--- config.mk ---
export PLATFORM = sky130hd
export DESIGN_NAME = tmds_channel_decoder
export DESIGN_NICKNAME = d
export VERILOG_FILES = /design/src/rtl/tmds_channel_decoder.sv
export SDC_FILE = /design/constraint.sdc
export NUM_CORES = 1
export LEC_CHECK = 0
export ABC_CLOCK_PERIOD_IN_PS = 2480
export BUFFER_PORTS_ARGS = -buffer_cell sky130_fd_sc_hd__buf_2
export CAP_MARGIN = 25
export CELL_PAD_IN_SITES_DETAIL_PLACEMENT = 1
export CELL_PAD_IN_SITES_GLOBAL_PLACEMENT = 2
export CORE_ASPECT_RATIO = 0.9
export CORE_MARGIN = 1.5
export CORE_UTILIZATION = 32
export CTS_BUF_LIST = sky130_fd_sc_hd__clkbuf_8
export DETAILED_ROUTE_END_ITERATION = 8
export PLACE_DENSITY = 0.72
export RECOVER_POWER = 100
export SLEW_MARGIN = 25
export SYNTH_ARGS = -nofsm -noshare
export SYNTH_HDL_FRONTEND = slang
export SYNTH_SLANG_ARGS = --single-unit
--- constraint.sdc ---
create_clock -name clk -period 2.48 [get_ports clk]
set_input_delay 0.372 -clock clk [delete_from_list [all_inputs] [get_ports clk]]
set_output_delay 0.372 -clock clk [all_outputs]
set_load 0.02 [all_outputs]
--- src/rtl/tmds_channel_decoder.sv ---
// tmds_channel_decoder
// Receive-side TMDS channel: word alignment through deserializer bitslip, plus
// token/data decode behind a two-stage pipeline (classify, then output register).
// Optional statistics ports (o_slip_count, o_unlock_count) exist only when the
// macro TMDS_STATS_EN is defined.
module tmds_channel_decoder #(
    parameter int LOCK_TOKENS  = 8,
    parameter int SEARCH_WORDS = 2048,
    parameter int SLIP_WAIT    = 16
) (
    input  logic       clk,
    input  logic       rst,
    input  logic       i_valid,
    input  logic [9:0] i_q,
    output logic       o_bitslip,
    output logic       o_locked,
    output logic       o_valid,
    output logic       o_data_en,
    output logic [7:0] o_data,
    output logic [1:0] o_ctrl
`ifdef TMDS_STATS_EN
    ,
    output logic [7:0] o_slip_count,
    output logic [7:0] o_unlock_count
`endif
);

    localparam int CNT_MAX_A = (SEARCH_WORDS > SLIP_WAIT) ? SEARCH_WORDS : SLIP_WAIT;
    localparam int CNT_MAX   = (CNT_MAX_A > LOCK_TOKENS) ? CNT_MAX_A : LOCK_TOKENS;
    localparam int CW        = $clog2(CNT_MAX + 1);

    localparam logic [CW-1:0] LOCK_LIMIT = CW'(LOCK_TOKENS);
    localparam logic [CW-1:0] WORD_LAST  = CW'(SEARCH_WORDS - 1);
    localparam logic [CW-1:0] WAIT_LAST  = CW'(SLIP_WAIT - 1);

    localparam logic [1:0] ST_SEARCH = 2'd0;
    localparam logic [1:0] ST_SLIP   = 2'd1;
    localparam logic [1:0] ST_WAIT   = 2'd2;
    localparam logic [1:0] ST_LOCKED = 2'd3;

    localparam logic [9:0] TOK_00 = 10'b1101010100;
    localparam logic [9:0] TOK_01 = 10'b0010101011;
    localparam logic [9:0] TOK_10 = 10'b0101010100;
    localparam logic [9:0] TOK_11 = 10'b1010101011;

    // Stage-0 combinational classification of the incoming word
    logic       tok_hit;
    logic [1:0] tok_ctrl;
    logic [7:0] dbar;
    logic [7:0] dec;

    // Stage-1 registers
    logic       s1_valid_q, s1_valid_d;
    logic       s1_token_q, s1_token_d;
    logic [1:0] s1_ctrl_q,  s1_ctrl_d;
    logic [7:0] s1_data_q,  s1_data_d;

    // Alignment state
    logic [1:0]    state_q, state_d;
    logic [CW-1:0] run_q,   run_d;
    logic [CW-1:0] word_q,  word_d;
    logic [CW-1:0] wait_q,  wait_d;
    logic [CW-1:0] run_next;
    logic          tok_seen;
    logic          data_seen;

    // Output registers
    logic       o_bitslip_q, o_bitslip_d;
    logic       o_locked_q,  o_locked_d;
    logic       o_valid_q,   o_valid_d;
    logic       o_data_en_q, o_data_en_d;
    logic [7:0] o_data_q,    o_data_d;
    logic [1:0] o_ctrl_q,    o_ctrl_d;

    // Token lookup and transition-minimised data decode of the raw word
    always_comb begin
        tok_hit  = 1'b1;
        tok_ctrl = 2'b00;
        unique case (i_q)
            TOK_00:  tok_ctrl = 2'b00;
            TOK_01:  tok_ctrl = 2'b01;
            TOK_10:  tok_ctrl = 2'b10;
            TOK_11:  tok_ctrl = 2'b11;
            default: tok_hit  = 1'b0;
        endcase

        dbar   = i_q[9] ? ~i_q[7:0] : i_q[7:0];
        dec    = '0;
        dec[0] = dbar[0];
        for (int unsigned i = 1; i < 8; i++) begin
            dec[i] = i_q[8] ? (dbar[i] ^ dbar[i-1]) : ~(dbar[i] ^ dbar[i-1]);
        end
    end

    // Stage 1: capture classification; control value persists until the next token
    always_comb begin
        s1_valid_d = i_valid;
        s1_token_d = s1_token_q;
        s1_ctrl_d  = s1_ctrl_q;
        s1_data_d  = s1_data_q;
        if (i_valid) begin
            s1_token_d = tok_hit;
            s1_data_d  = tok_hit ? 8'h00 : dec;
            if (tok_hit) begin
                s1_ctrl_d = tok_ctrl;
            end
        end
    end

    // Alignment FSM: token-run detection, search timeout, slip and settle
    always_comb begin
        state_d   = state_q;
        run_d     = run_q;
        word_d    = word_q;
        wait_d    = wait_q;
        tok_seen  = s1_valid_q & s1_token_q;
        data_seen = s1_valid_q & ~s1_token_q;

        run_next = run_q;
        if (tok_seen && (run_q != LOCK_LIMIT)) begin
            run_next = run_q + 1'b1;
        end else if (data_seen) begin
            run_next = '0;
        end

        case (state_q)
            ST_SEARCH: begin
                run_d = run_next;
                if (s1_valid_q) begin
                    // Lock takes priority over a coincident search timeout
                    if (run_next == LOCK_LIMIT) begin
                        state_d = ST_LOCKED;
                        word_d  = '0;
                    end else if (word_q == WORD_LAST) begin
                        state_d = ST_SLIP;
                        word_d  = '0;
                    end else begin
                        word_d = word_q + 1'b1;
                    end
                end
            end
            ST_SLIP: begin
                state_d = ST_WAIT;
                run_d   = '0;
                word_d  = '0;
                wait_d  = '0;
            end
            ST_WAIT: begin
                run_d = '0;
                if (wait_q == WAIT_LAST) begin
                    state_d = ST_SEARCH;
                    wait_d  = '0;
                end else begin
                    wait_d = wait_q + 1'b1;
                end
            end
            ST_LOCKED: begin
                run_d = run_next;
                if (tok_seen) begin
                    word_d = '0;
                end else if (data_seen) begin
                    if (word_q == WORD_LAST) begin
                        state_d = ST_SEARCH;
                        word_d  = '0;
                        run_d   = '0;
                    end else begin
                        word_d = word_q + 1'b1;
                    end
                end
            end
            default: begin
                state_d = ST_SEARCH;
                run_d   = '0;
                word_d  = '0;
                wait_d  = '0;
            end
        endcase
    end

    // Stage 2: output register; validity follows the next lock state so that
    // o_valid rises and falls in the same cycle as o_locked
    always_comb begin
        o_bitslip_d = (state_d == ST_SLIP);
        o_locked_d  = (state_d == ST_LOCKED);
        o_valid_d   = s1_valid_q & (state_d == ST_LOCKED);
        o_data_en_d = o_data_en_q;
        o_data_d    = o_data_q;
        o_ctrl_d    = o_ctrl_q;
        if (o_valid_d) begin
            o_data_en_d = ~s1_token_q;
            o_data_d    = s1_data_q;
            o_ctrl_d    = s1_ctrl_q;
        end
    end

    // Register update for pipeline, FSM and outputs
    always_ff @(posedge clk) begin
        if (rst) begin
            s1_valid_q  <= 1'b0;
            s1_token_q  <= 1'b0;
            s1_ctrl_q   <= 2'b00;
            s1_data_q   <= 8'h00;
            state_q     <= ST_SEARCH;
            run_q       <= '0;
            word_q      <= '0;
            wait_q      <= '0;
            o_bitslip_q <= 1'b0;
            o_locked_q  <= 1'b0;
            o_valid_q   <= 1'b0;
            o_data_en_q <= 1'b0;
            o_data_q    <= 8'h00;
            o_ctrl_q    <= 2'b00;
        end else begin
            s1_valid_q  <= s1_valid_d;
            s1_token_q  <= s1_token_d;
            s1_ctrl_q   <= s1_ctrl_d;
            s1_data_q   <= s1_data_d;
            state_q     <= state_d;
            run_q       <= run_d;
            word_q      <= word_d;
            wait_q      <= wait_d;
            o_bitslip_q <= o_bitslip_d;
            o_locked_q  <= o_locked_d;
            o_valid_q   <= o_valid_d;
            o_data_en_q <= o_data_en_d;
            o_data_q    <= o_data_d;
            o_ctrl_q    <= o_ctrl_d;
        end
    end

    assign o_bitslip = o_bitslip_q;
    assign o_locked  = o_locked_q;
    assign o_valid   = o_valid_q;
    assign o_data_en = o_data_en_q;
    assign o_data    = o_data_q;
    assign o_ctrl    = o_ctrl_q;

`ifdef TMDS_STATS_EN
    logic [7:0] slip_cnt_q,   slip_cnt_d;
    logic [7:0] unlock_cnt_q, unlock_cnt_d;

    // Saturating counts of bitslip pulses and lock losses
    always_comb begin
        slip_cnt_d   = slip_cnt_q;
        unlock_cnt_d = unlock_cnt_q;
        if (o_bitslip_d && (slip_cnt_q != 8'hFF)) begin
            slip_cnt_d = slip_cnt_q + 8'd1;
        end
        if ((state_q == ST_LOCKED) && (state_d == ST_SEARCH) && (unlock_cnt_q != 8'hFF)) begin
            unlock_cnt_d = unlock_cnt_q + 8'd1;
        end
    end

    // Statistics registers, cleared only by reset
    always_ff @(posedge clk) begin
        if (rst) begin
            slip_cnt_q   <= 8'h00;
            unlock_cnt_q <= 8'h00;
        end else begin
            slip_cnt_q   <= slip_cnt_d;
            unlock_cnt_q <= unlock_cnt_d;
        end
    end

    assign o_slip_count   = slip_cnt_q;
    assign o_unlock_count = unlock_cnt_q;
`endif

endmodule
==> out/results.txt, run 1 <==
cells on worst reg2reg path: 12
Final Skew: 11.2 ps
Worst Path Arrival: 2960 ps
Final setup viols: 23
largest net degree at the start of global routing: 23
clk_lat worst skew: 360 ps
vias per cell: 5.14
H-tree depth: 3
total gr overflow: 0
final hold viol count: 0
Area Overhead vs Synth: 31.3%
hold endpoint: run_q[0]
post-synthesis cell area: 3530 um^2
Top FF cell, synth: dfxtp_1
placed cells: 622
die area: 11700 um^2
FP Rows: 36
capturing point of the worst reg2reg path: word_q[2]
P_leak: 1.83 nW
pwr dens: 478 nW/um^2
CP Max Fanout: 5
crit path capture type: register
first-pass GRT wire length: 16.4 mm
GRT Util Overall: 18.0%
Mapped Cells: 432
type of origin of the critical path: register
final cycle utilization of the critical path: 108%
final setup TNS: -2850 ps
Final min period: 2680 ps
Post-CTS Hold Fix Bufs: 0
relative slew slack: 55.2%
fin util: 43.1%
CTS tree: done
flops & latches, synth: 64
fmax: 0.374 GHz
Mean Syn Cell Area: 8.17 um^2
Syn Nets: 463
Clock Sinks: 64
DRC: 0
status: finished with violations
vias in the first global route: 3345
worst slew pin tran: 663 ps
count of pins over their slew limit: 0
width of the die: 114 um
filler instances: 1291
max_cap viols: 0
final WL: 10.1 mm
core box area: 10800 um^2
Die H: 103 um
starting density of the core: 32.8%
CP peak stage delay: 530 ps
final HPWL from detailed placement: 7.40 mm
placed inst area: 4150 um^2
# IOs: 27
Multi-input gate area: 2310 um^2
root buffer cell: clkbuf_8
hold depth: 2
Avg WL per Cell: 15.8 um
Crit Path Category: register to register
post-layout power: 2.22 mW
CTS buffer count: 9
worst r2r src: run_q[1]
number of synthesized flops with an enable pin: 0
Reg2Reg Setup Slack: -200 ps
final worst setup slack: -197 ps
Routed Antenna Nets: 0
Finished Layout Cells: 642
CP required: 2760 ps
clock buffer depth: 2
cell mode on critical path: buf_6
RSZ-0062 raised after global routing: yes
initial antenna violation count: 0
via count: 3298
nets@finish: 536
ant diodes: 0
fraction of layout cells with a size suffix above 1: 25.9%
HP Class: input pin to register
worst-path cell chain: inv_2 -> ha_4 -> and4bb_2 -> a31o_4 -> or4_4 -> o2111ai_2 -> nor4b_4 -> buf_6 -> o31ai_4 -> buf_6 -> a21oi_2 -> mux2i_1
DRT Pass-1 Iters: 4
ys async rst share: 0%
Register Area: 1290 um^2
CP max-delay cell: or4_4
drt initial violations: 105
start point of the worst hold path: rst
CTS clk-pin slew, worst paths: 80 ps
port buffer count: 26
post-synthesis sequential area ratio: 36.3%
finished layout cell area: 4640 um^2
VDD IR max: 234 uV
routability cong.: 0.853
failing checks: setup timing
Ys Warns: 0
synth unique cells: 59
-- final cells by class --
type	instances	share of cell area, %
multi-input combinational	328	49.9
sequential	64	27.8
timing repair buffer	81	12.7
tap	133	3.59
clock buffer	9	2.67
clock inverter	6	1.70
inverter	21	1.70
-- cells by family after synthesis --
logic type	count (synthesis)	share of synthesized area, %
flip-flops	64	36.3
adder cells (fa/ha/maj)	18	6.38
XOR/XNOR	27	6.70
multiplexers	13	3.72
AND/OR/NAND/NOR	183	26.5
buffers and inverters	40	5.03
AO/OA/AOI/OAI	87	15.3
-- cells in the final DEF, fill, tap and decap left out, drive strengths merged, types with 18 or more instances in the layout --
cell type / Yosys / final
buf: 9 / 65
dfxtp: 64 / 64
nor2: 50 / 50
nand2: 49 / 49
o21ai: 33 / 33
a21oi: 26 / 26
clkbuf: 10 / 25
inv: 21 / 24
ha: 18 / 18
nand3: 18 / 18
-- flip-flops by register name, indices dropped and copies added, names as in the netlist, 2 cells and up --
name       cells
run_q         12
wait_q        12
word_q        12
o_data         8
s1_data_q      8
o_ctrl         2
s1_ctrl_q      2
state_q        2
-- critical path, delay by kind of cell (launching register included) --
family	cells	cell delay, ps
AND/OR/NAND/NOR	3	880
buffers and inverters	3	340
adder cells (fa/ha/maj)	1	140
AO/OA/AOI/OAI	4	730
multiplexers	1	150
flip-flops	1	360
-- through the flow --
stage	hold WS (ps)	worst slack (ps)
floorplan	424	-103
global placement	437	-241
detailed placement	450	-213
finish	273	-197
CTS	246	-162
global route	279	-358
-- how the worst max path moves through the flow --
stage                      endpoint  slack, ps  startpoint  depth (start not counted)
after floorplan           o_data_en       -100    run_q[1]                         11
after global placement      o_valid       -240    run_q[1]                         12
after detailed placement  word_q[2]       -210    run_q[1]                         12
after CTS                 o_data[4]       -160    run_q[1]                         11
after global routing      o_bitslip       -360    run_q[9]                         11
final                     word_q[2]       -200    run_q[1]                         12
-- routing by layer --
layer  global-route usage (%)  vias to the layer above  wire length, um  part of all wire [%]
met4                     6.54                        0              149                   1.5
met5                        0                        -                0                     0
met1                     23.0                     1595             4810                    47
met2                     30.3                       43             4880                    48
li1                         -                     1648                -                     -
met3                     4.00                       12              306                   3.0
-- cell usage after synthesis (9+ instances only) --
master | n | area [um^2]
a21oi_1 | 26 | 130
and3_1 | 9 | 56.3
clkbuf_1 | 9 | 33.8
dfxtp_1 | 64 | 1280
ha_1 | 18 | 225
inv_1 | 21 | 78.8
mux2i_1 | 12 | 120
nand2_1 | 49 | 184
nand3_1 | 17 | 85.1
nor2_1 | 50 | 188
nor3_1 | 11 | 55.1
o21ai_0 | 29 | 145
xnor2_1 | 17 | 149
xor2_1 | 10 | 87.6
-- what timing repair did --
action | in CTS | in global routing
pin swaps | 5 | 21
resized for setup | 21 | 37
setup buffers | 1 | 4
cloned | 0 | 1
setup endpoints to repair | 27 | 28
-- power by group --
part	switching, mW	total [mW]	internal, mW
clock	0.420	0.970	0.550
sequential	0.0124	1.06	1.04
combinational	0.113	0.191	0.0772
total	0.546	2.22	1.67
(Power assumes the default switching activity.)
==> run 2, diff against run 1 <==
--- a/config.mk
+++ b/config.mk
@@ -7,3 +7,2 @@
 export LEC_CHECK = 0
-export ABC_CLOCK_PERIOD_IN_PS = 2480
 export BUFFER_PORTS_ARGS = -buffer_cell sky130_fd_sc_hd__buf_2
--- a/constraint.sdc
+++ b/constraint.sdc
@@ -3,2 +3,2 @@
 set_output_delay 0.372 -clock clk [all_outputs]
-set_load 0.02 [all_outputs]
+set_load 0.05 [all_outputs]
==> run 2 against run 1 <==
Sequential cell count unchanged. Setup slack improved by 50 ps. Global-route usage decreased by 0.43 points. Critical path type unchanged. The run still ends with setup timing left. Core utilization down 0.55 points. Critical endpoint is now o_data[2]. Register-to-register slack better by 50 ps. Die area stayed put. Critical path depth down 1. Power shrank 2.6%. Highest routed layer unchanged. Via count fell by 0.42%.
==> out/results.txt, run 2 (same netlist as run 1, synthesis figures left out) <==
ant diodes: 0
Worst Setup SP: run_q[0]
Final Skew: 9.57 ps
clock buffer depth: 2
nets@finish: 537
RSZ-0062 raised after global routing: yes
relative slew slack: 57.1%
filler instances: 1292
Crit Path Category: register to register
failing checks: setup timing
worst slew pin tran: 636 ps
Area Overhead vs Synth: 29.6%
pwr dens: 472 nW/um^2
P_leak: 1.83 nW
Internal Power: 1.61 mW
Routed Antenna Nets: 0
Final setup viols: 21
final worst setup slack: -148 ps
Sw Ratio: 25.4%
commonest non-fill, non-tap cell in the layout: dfxtp_1
routability cong.: 0.847
CTS clk-pin slew, worst paths: 70 ps
CTS tree: done
type of origin of the critical path: register
width of the die: 114 um
Place WS: -231 ps
start point of the worst hold path: rst
Avg WL per Cell: 15.1 um
sw power: 548 uW
die area: 11700 um^2
fmax: 0.381 GHz
drt initial violations: 128
sequential share of power: 48.9%
commonest cells after routing, fill and taps aside: dfxtp_1, nor2_1, nand2_1, buf_4, o21ai_0
CP required: 2710 ps
Gate power share: 8.9%
worst r2r src: run_q[0]
final cycle utilization of the critical path: 106%
placed cells: 624
vias in the first global route: 3296
CP Max Fanout: 11
root buffer cell: clkbuf_8
via count: 3284
Final min period: 2630 ps
port buffer count: 26
DRT Pass-1 Iters: 4
clk_lat worst skew: 350 ps
DRC: 0
Die H: 103 um
max_cap viols: 0
crit path capture type: register
clock power share: 42.1%
status: finished with violations
HP Class: input pin to register
final hold viol count: 0
FP Rows: 36
final HPWL from detailed placement: 7.24 mm
Clock Sinks: 64
Finished Layout Cells: 644
first-pass GRT wire length: 16.1 mm
# IOs: 27
starting density of the core: 32.8%
initial antenna violation count: 0
total gr overflow: 0
VDD IR max: 373 uV
CTS buffer count: 9
largest net degree at the start of global routing: 23
final WL: 9.73 mm
vias per cell: 5.10
count of pins over their slew limit: 0
fraction of layout cells with a size suffix above 1: 24.3%
H-tree depth: 3
biggest registers after layout: run_q x12, wait_q x12, word_q x12
final setup TNS: -2000 ps
core box area: 10800 um^2
Worst Path Arrival: 2850 ps
GRT Util Overall: 17.6%
==> run 2: changes by cell type in the layout (fill, tap and decap cells not counted), moves of 2 or more <==
cell / delta
nor2_1: +2
inv_1: -2
clkinv_2: +2
nor3_1: +2
nor2_2: -2
buf_4: +2
nor3_2: -2
buf_6: -2
inv_4: +2
==> run 2: power groups by stage <==
stage          combinational [mW]  sequential [mW]  clock, mW
5_1_grt                     0.216             1.06      0.990
3_5_place_dp                0.178             1.08          0
2_1_floorplan               0.112             1.07          0
6_report                    0.193             1.06      0.909
3_3_place_gp                0.176             1.08          0
4_1_cts                     0.186             1.06      0.949
==> run 2: through the flow <==
step                hold WS, ps  instance area (um^2)  util [%]  power [mW]
global route                291                  4580      42.5        2.26
finish                      304                  4580      42.5        2.16
global placement            437                  4170      38.8        1.26
CTS                         272                  4470      41.5        2.19
detailed placement          450                  4170      38.8        1.26
floorplan                   424                  3550         -        1.19
==> run 2: routing by layer <==
metal | track usage [%] | up-vias | wire length [um]
met5 | 0 | - | 0
met4 | 6.15 | 0 | 113
met3 | 3.70 | 10 | 308
met2 | 29.1 | 45 | 4610
met1 | 23.0 | 1581 | 4700
li1 | - | 1648 | -
==> run 2: worst paths after layout <==
path              slack [ps]  cells past startpoint           end
setup / recovery        -150                     11     o_data[2]
hold / removal           300                      2      run_q[0]
setup reg to reg        -150                     11     o_data[2]
hold reg to reg          460                      2  s1_data_q[5]
==> run 2: area by class of cell <==
type                    count  area [um^2]  share of cell area, %
clock buffers              10          138                   3.01
clock inverters             6         58.8                   1.28
inverters                  21         81.3                   1.78
multi-input cells         328         2270                   49.5
flip-flops and latches     64         1290                   28.1
well taps                 133          166                   3.64
repair buffers             82          581                   12.7
==> run 2: what timing repair did <==
action | in CTS | in global routing
hold buffers | 0 | 0
resized for setup | 21 | 24
pin swaps | 5 | 9
buffers inserted | 2 | 2
endpoints found under the setup margin | 28 | 28
==> run 2: worst max-delay path, stage by stage (launching register included) <==
cell and delay, ps:
dfxtp_2 360, inv_2 60, ha_4 150, and4bb_2 260
a31o_4 250, or4_4 540, o2111ai_4 130, nor4b_4 80
o2111ai_2 250, buf_12 180, mux2i_1 200, nor2_1 50
